<file path="src/rtl/st2_branch_pkg.sv">
// Shared encodings for the stage-2 branch path: branch types, comparator results and
// the resolver state machine.
package st2_branch_pkg;

  // Comparator results deliberately reuse the branch-type codes so "taken" is an equality test.
  localparam logic [1:0] BR_NONE  = 2'b00;
  localparam logic [1:0] BR_LT    = 2'b01;
  localparam logic [1:0] BR_GT    = 2'b10;
  localparam logic [1:0] BR_EQ    = 2'b11;

  localparam logic [1:0] CMP_NONE = 2'b00;
  localparam logic [1:0] CMP_LT   = 2'b01;
  localparam logic [1:0] CMP_GT   = 2'b10;
  localparam logic [1:0] CMP_EQ   = 2'b11;

  typedef enum logic [1:0] {
    StIdle     = 2'b00,
    StRedirect = 2'b01,
    StFlush    = 2'b10
  } rslv_state_e;

  function automatic logic br_taken(input logic [1:0] br_type, input logic [1:0] cmp_result);
    return (br_type != BR_NONE) && (cmp_result == br_type);
  endfunction

endpackage

</file>
<file path="src/rtl/st2_sat_counter.sv">
// Saturating up-counter with synchronous active-high reset; holds at all-ones.
module st2_sat_counter #(
  parameter int unsigned W = 16
) (
  input  logic         clk_i,
  input  logic         rst_i,
  input  logic         inc_i,
  output logic [W-1:0] count_o
);

  logic [W-1:0] count_q;

  always_ff @(posedge clk_i) begin
    if (rst_i) begin
      count_q <= '0;
    end else if (inc_i && (count_q != {W{1'b1}})) begin
      count_q <= count_q + W'(1);
    end
  end

  assign count_o = count_q;

endmodule

</file>
<file path="src/rtl/st2_branch_resolver.sv">
// Resolves stage-2 branches, hands the taken target to fetch over valid/ready, then squashes
// IF/ID for FLUSH_CYCLES cycles while counting resolved and taken branches.
module st2_branch_resolver
  import st2_branch_pkg::*;
#(
  parameter int unsigned ADDR_W       = 16,
  parameter int unsigned FLUSH_CYCLES = 1,
  parameter int unsigned CNT_W        = 16
) (
  input  logic              clk_i,
  input  logic              rst_i,
  input  logic              br_valid_i,
  input  logic [1:0]        br_type_i,
  input  logic [1:0]        cmp_result_i,
  input  logic [ADDR_W-1:0] br_target_i,
  input  logic              stall_in_i,
  input  logic              redirect_ready_i,
  output logic              redirect_valid_o,
  output logic [ADDR_W-1:0] redirect_pc_o,
  output logic              flush_if_id_o,
  output logic              hold_st2_o,
  output logic [CNT_W-1:0]  branch_count_o,
  output logic [CNT_W-1:0]  taken_count_o
);

  localparam logic [3:0] FlushInit = 4'(FLUSH_CYCLES);

  rslv_state_e       state_q;
  logic [ADDR_W-1:0] redirect_pc_q;
  logic [3:0]        flush_cnt_q;

  logic accept;
  logic taken;

  assign accept = (state_q == StIdle) && br_valid_i && !stall_in_i && (br_type_i != BR_NONE);
  assign taken  = br_taken(br_type_i, cmp_result_i);

  always_ff @(posedge clk_i) begin
    if (rst_i) begin
      state_q       <= StIdle;
      redirect_pc_q <= '0;
      flush_cnt_q   <= '0;
    end else begin
      case (state_q)
        StIdle: begin
          if (accept && taken) begin
            redirect_pc_q <= br_target_i;
            state_q       <= StRedirect;
          end
        end
        StRedirect: begin
          if (redirect_ready_i) begin
            flush_cnt_q <= FlushInit;
            state_q     <= StFlush;
          end
        end
        StFlush: begin
          flush_cnt_q <= flush_cnt_q - 4'd1;
          if (flush_cnt_q <= 4'd1) begin
            state_q <= StIdle;
          end
        end
        default: state_q <= StIdle;
      endcase
    end
  end

  assign redirect_valid_o = (state_q == StRedirect);
  assign flush_if_id_o    = (state_q == StFlush);
  assign hold_st2_o       = (state_q != StIdle);
  assign redirect_pc_o    = redirect_pc_q;

  st2_sat_counter #(
    .W(CNT_W)
  ) u_branch_cnt (
    .clk_i  (clk_i),
    .rst_i  (rst_i),
    .inc_i  (accept),
    .count_o(branch_count_o)
  );

  st2_sat_counter #(
    .W(CNT_W)
  ) u_taken_cnt (
    .clk_i  (clk_i),
    .rst_i  (rst_i),
    .inc_i  (accept && taken),
    .count_o(taken_count_o)
  );

endmodule

</file>
<file path="config.mk">
export PLATFORM = sky130hd
export DESIGN_NAME = st2_branch_resolver
export DESIGN_NICKNAME = d
export VERILOG_FILES = /design/src/rtl/st2_branch_pkg.sv /design/src/rtl/st2_sat_counter.sv /design/src/rtl/st2_branch_resolver.sv
export SDC_FILE = /design/constraint.sdc
export NUM_CORES = 1
export LEC_CHECK = 0
export CORE_MARGIN = 1.5
export CORE_UTILIZATION = 48
export DETAILED_ROUTE_END_ITERATION = 16
export GPL_ROUTABILITY_DRIVEN = 0
export PLACE_DENSITY = 0.83
export RECOVER_POWER = 50
export SLEW_MARGIN = 15
export SYNTH_ARGS = -nofsm -noshare
export SYNTH_HDL_FRONTEND = slang
export SYNTH_HIERARCHICAL = 1
export SYNTH_SLANG_ARGS = --single-unit
</file>
<file path="constraint.sdc">
create_clock -name clk_i -period 2.8 [get_ports clk_i]
set_clock_uncertainty 0.1 [all_clocks]
set_input_delay 0.42 -clock clk_i [delete_from_list [all_inputs] [get_ports clk_i]]
set_output_delay 0.42 -clock clk_i [all_outputs]
set_load 0.05 [all_outputs]
</file>
## Word-level counts from Yosys, hierarchy flattened

Cells that the tools add are included.

- Flip-flop bits (word level): 54
- Input port bits: 25
- Output and inout port bits: 51
- Logic and storage cells: 38

- $add $sub $neg: 3
- $lt $le $gt $ge: 1
- Equality and inequality tests: 8
- Mux-type cells: 6
- Reduce and logical (&&, ||, !) cells: 15

Operators with widths:

| operator | count |
|---|---|
| $add 16x1->16 const B | 2 |
| $ne 16x16->1 const B | 2 |
| $pmux 4 s2 | 1 |
| $logic_and 1x1->1 | 7 |
| $mux 2 | 3 |
| $pmux 2 s3 | 1 |
| $reduce_bool 2->1 | 3 |
| $le 4x1->1 const B | 1 |
| $mux 4 | 1 |
| $ne 2x1->1 const B | 2 |
| $reduce_and 2->1 | 2 |
| $sub 4x1->4 const B | 1 |
| $reduce_and 3->1 | 1 |
| $eq 2x1->1 const B | 1 |
| $eq 2x2->1 | 1 |
| $eq 2x2->1 const B | 1 |
| $logic_not 2->1 | 1 |
| $ne 2x2->1 const B | 1 |
| $logic_not 1->1 | 1 |

## Depth between registers and ports, before layout

Gate-level depths: netlist of run 1.

- Depth after elaboration: 7
- Gate-level depth with buffers: 8
- Mapped depth without buffers: 6

## Modules after synthesis

Netlist of run 1, hierarchy kept.

Modules (own cells, without submodules):

| module | instances | cells each | area an instance (um2) | sequential area each (um2) |
|---|---|---|---|---|
| st2_sat_counter | 2 | 99 | 848.3 | 320.3 |
| st2_branch_resolver | 1 | 111 | 1009.7 | 440.4 |

## Worst setup path before layout of run 1

Ideal clock, no wire load.

- Kind: in2reg
- From: input port stall_in_i
- To: register u_taken_cnt.count_q[7], in the netlist u_taken_cnt/count_o[7]
- Setup time: 0.070 ns
- Data arrival time: 2.359 ns
- Data required time: 2.630 ns
- Setup slack: 0.271 ns
- Cell stages on the path: 8
- Path buffers: 3
- Cell sequence: or4b_4 -> nor4_2 -> buf_4 -> buf_12 -> nand2_1 -> clkbuf_1 -> or4_1 -> a21oi_1

- Longest elaborated chain between the ends: 5

RTL lines:

| item | line | RTL |
|---|---|---|
| start, declared | st2_branch_resolver.sv:16 | `input logic stall_in_i,` |
| $logic_not 1->1 | st2_branch_resolver.sv:35 | `assign accept = (state_q == StIdle) && br_valid_i && !stall_in_i && (br_type_i != BR_NONE);` |
| $logic_and 1x1->1 (2 in a row) | st2_branch_resolver.sv:35 |  |
| $logic_and 1x1->1 | st2_branch_resolver.sv:87 | `.inc_i (accept && taken),` |
| $logic_and 1x1->1 | st2_sat_counter.sv:16 | `end else if (inc_i && (count_q != {W{1'b1}})) begin` |
| end signal, assigned | st2_sat_counter.sv:17 | `count_q <= count_q + W'(1);` |
| end, declared | st2_sat_counter.sv:11 | `logic [W-1:0] count_q;` |

Every way passes these cells.
A chain may end at the register's enable or synchronous reset.

## Worst setup path in the final report of run 1

- From: input port br_valid_i
- To: register u_taken_cnt.count_q[12], in the netlist u_taken_cnt/count_o[12]

- Longest elaborated chain between the ends: 5

RTL lines:

| item | line | RTL |
|---|---|---|
| start, declared | st2_branch_resolver.sv:12 | `input logic br_valid_i,` |
| $logic_and 1x1->1 (3 in a row) | st2_branch_resolver.sv:35 |  |
| $logic_and 1x1->1 | st2_branch_resolver.sv:87 |  |
| $logic_and 1x1->1 | st2_sat_counter.sv:16 |  |

Every way passes these cells.

==> results of run 1 <==
[synth_stat cells (5+ instances only)]
cell type   n  area [µm²]
xnor2_1     5       43.79
o21ai_0     8       40.04
nor3_1      8       40.04
a21oi_1    25       125.1
nand3_1    12       60.06
inv_1       8       30.03
mux2i_1    18       180.2
o31ai_1    14       105.1
nand4_1     7       43.79
nor2b_1     8       50.05
and4_1      6       52.55
dfxtp_1    54        1081
nand2_1    46       172.7
nor2_1     16       60.06
or3_1       6       37.54
or4_1      14       105.1
clkbuf_1    7       26.28
[kinds of logic after synthesis]
group,after synthesis
adders and majority gates,4
DFF,54
AOI/OAI and AO/OA,58
and+or+nand+nor,144
muxes,20
buffers and inverters,22
xor gates and xnor gates,7
[stage by stage]
stage               total power, mW  TNS (ns)  worst slack (ns)  hold slack [ns]  cell area (µm²)
global route                  1.503         0           0.08181           0.3824             3676
CTS                           1.460         0            0.2013           0.3640             3687
finish                        1.445         0            0.1689           0.3583             3676
floorplan                    0.8761         0            0.2705           0.3706             2706
global placement             0.9376  -0.04466          -0.04466           0.3414             3575
detailed placement           0.9405   -0.4935           -0.1267           0.3536             3575
[sequential cells by signal, summed over array words and instances, names as in the netlist]
register	flops
redirect_pc_o	16
state_q	2
flush_cnt_q	4
u_branch_cnt/count_o	16
u_taken_cnt/count_o	16
[layout by cell type, fill, tap and decap left out, types with 2 or more instances in the layout]
cell type,synthesis,final
and4_1,6,6
nor4_4,2,2
o311ai_0,2,2
nand2_1,46,46
nor4_1,4,4
o41ai_1,2,2
inv_1,8,9
nor4bb_1,2,2
o21ai_0,8,8
o21a_1,2,2
clkbuf_8,0,6
nor2b_1,8,8
nand4_1,7,7
mux2_2,2,2
o31ai_1,14,14
nand3b_1,2,2
nor2_1,16,16
mux2i_1,18,18
nor3_1,8,8
ha_1,4,4
or3_1,6,6
dlygate4sd3_1,0,42
xnor2_1,5,5
or4_1,14,14
buf_4,1,11
clkdlybuf4s50_1,0,33
xor2_1,2,2
nand3_1,12,12
and3_1,2,2
a21oi_1,25,25
dfxtp_1,54,54
nand4_4,2,2
nand2_2,2,2
[area by class of cell]
type / instances / area, µm²
clock inverters: 1 / 30.03
repair buffers: 87 / 838.3
clock buffers: 6 / 82.58
fillers: 479 / 1797
well taps: 72 / 90.09
inverters: 9 / 33.78
multi-input cells: 233 / 1520
flip-flops and latches: 54 / 1081
[per-layer routing]
layer	routed length, µm	track usage
met5	0	0
met4	80	0.06250
met3	325	0.03837
met2	3184	0.3765
met1	2900	0.2747
[where the power goes]
part           switching [mW]  leakage [nW]  internal [mW]
combinational          0.0760         0.882         0.0599
sequential            0.00687         0.436          0.776
clock                   0.240        0.0573          0.286
total                   0.323          1.37           1.12
[worst max-delay path by stage]
stage,slack (ns),startpoint,to
6_report,0.17,br_valid_i,u_taken_cnt/count_o[12]$_SDFFE_PP0P_
3_5_place_dp,-0.13,br_valid_i,u_taken_cnt/count_o[12]$_SDFFE_PP0P_
2_1_floorplan,0.27,stall_in_i,u_taken_cnt/count_o[7]$_SDFFE_PP0P_
5_1_grt,0.08,br_valid_i,u_taken_cnt/count_o[12]$_SDFFE_PP0P_
3_3_place_gp,-0.04,br_valid_i,u_taken_cnt/count_o[3]$_SDFFE_PP0P_
4_1_cts,0.20,br_valid_i,u_taken_cnt/count_o[3]$_SDFFE_PP0P_
[worst register-to-register path, stage by stage (launching register included)]
cell,delay (ns)
dfxtp_1,0.40
or4b_4,0.59
nor4_4,0.40
buf_4,0.24
nand4_1,0.15
nor4_1,0.32
and3_1,0.21
nor3_1,0.05
==> flow_summary.toml, run 1 <==
[global_route]
grt_overflow = 0
grt_pass1_wl_um = 10850
grt_usage = 0.2167
grt_pass1_vias = 2398
grt_max_degree = 40
antenna_found_initial = 0

[die]
coreArea_mm2 = 0.005473
ios = 76
std_cell_rows = 27
start_util = 0.4945
fp.dieW_um = 78.09
die_h_um = 78.09
die_area_mm2 = 0.006098

[layout]
final_net_count = 419
n_antenna_cell = 0
final_layout_size_suffix_gt1_frac = 0.07949
final_cell_count_no_fill = 462
synthToLayoutAreaGrowth_pct = 35.83
final_util = 0.6717

[drt]
ant_nets = 0
post_drt_wl_per_cell_um = 14.05
drt-total-wl_um = 6490
dr.pass1.iters = 4
via_per_inst = 5.649
via_count = 2610
drt_iter0_drc = 141
drc = 0

[logic_synthesis]
synth_adder_area_share = 0.01849
syn-instance-count = 309
yosysSeqAreaShare = 0.3994
synthSimpleGateAreaFrac = 0.3102
async_flop_share = 0
synthXorXnorAreaFrac = 0.02265
synth-seq-cells = 54
ys.flop_type = "dfxtp_1"
synth_top_family_by_area = "simple AND/OR/NAND/NOR gates"
ys_warn_count = 6
synthMuxAreaShare = 0.07490
avgSynthCellArea_um2 = 8.758
yosys.cell_types.count = 45
synth_compound_area_frac = 0.1355
postSynthNetCount = 338
syn_area_mm2 = 0.002706
synth_edf_count = 0

[sta]
setup_viol = 0
max_freq_ghz = 0.3801
relSlewSlack = 0.3007
drv_slew = 0
fin_crit_sh = 0.9397
fin_crit_ns = 2.631
worstMarginPinSlew_ns = 1.040
hold_viol = 0
rsz0062_at_grt = "false"

[cts]
clk_latency_ns = 0.30
cts_htree_levels = 2
post-cts-setup-buffer-count = 0
tritoncts.num_buffers = 5
clock_path_buffers = 2
cts_tree = "done"
cts_resized = 0
clockRootBuffer = "clkbuf_8"
cts_hold_buf = 0
path_clk_slew_ns = 0.09
clock_sinks = 54

[power]
vdd_drop_max_mv = 0.2388
p_leak_nw = 1.375
power.density_mw_per_mm2 = 393.0

[place]
dpl.hpwl_um = 4696
placed_cells = 455
io_buffer_count = 75

[worst_setup_path]
worstPathCellList = "clkdlybuf4s50_1 > or4b_4 > nor4_4 > buf_4 > nand4_1 > nor4_1 > and3_1 > nor3_1"
slowest_delay_ns = 0.48
worst_setup_path_start_kind = "primary input"
cp.required_ns = 2.88
r2r_cells = 7
r2r-start = "state_q[0]$_SDFFE_PP0P_"
cp_data_arrival_time_ns = 2.71
slowest_stage = "or4b_4"
crit_fanout = 8
r2r_setup_slack_ns = 0.24
path_class = "in -> reg"
timing.rr.end = "u_taken_cnt/count_o[12]$_SDFFE_PP0P_"
worst-path-buf-inv = 2
crit_family = "simple AND/OR/NAND/NOR gates"
crit_path_end_kind = "flop"
path_depth = 8

[worst_hold_path]
whs_endpoint = "redirect_pc_o[9]$_SDFFE_PP0P_"
min_delay_path_depth = 2
hp-start = "redirect_pc_o[9]$_SDFFE_PP0P_"
min_path_type = "reg -> reg"

[run]
max_cap_viol_count = 0

[status]
status = "finished, final reports clean"
(Power assumes the default switching activity.)
==> run 2: changes to the inputs <==
--- a/config.mk
+++ b/config.mk
@@ -8,7 +8,6 @@
 export CORE_MARGIN = 1.5
 export CORE_UTILIZATION = 48
 export DETAILED_ROUTE_END_ITERATION = 16
-export GPL_ROUTABILITY_DRIVEN = 0
 export PLACE_DENSITY = 0.83
 export RECOVER_POWER = 50
 export SLEW_MARGIN = 15
==> results of run 2 <==
Final layout, timing and power as in run 1 (identical DEF).
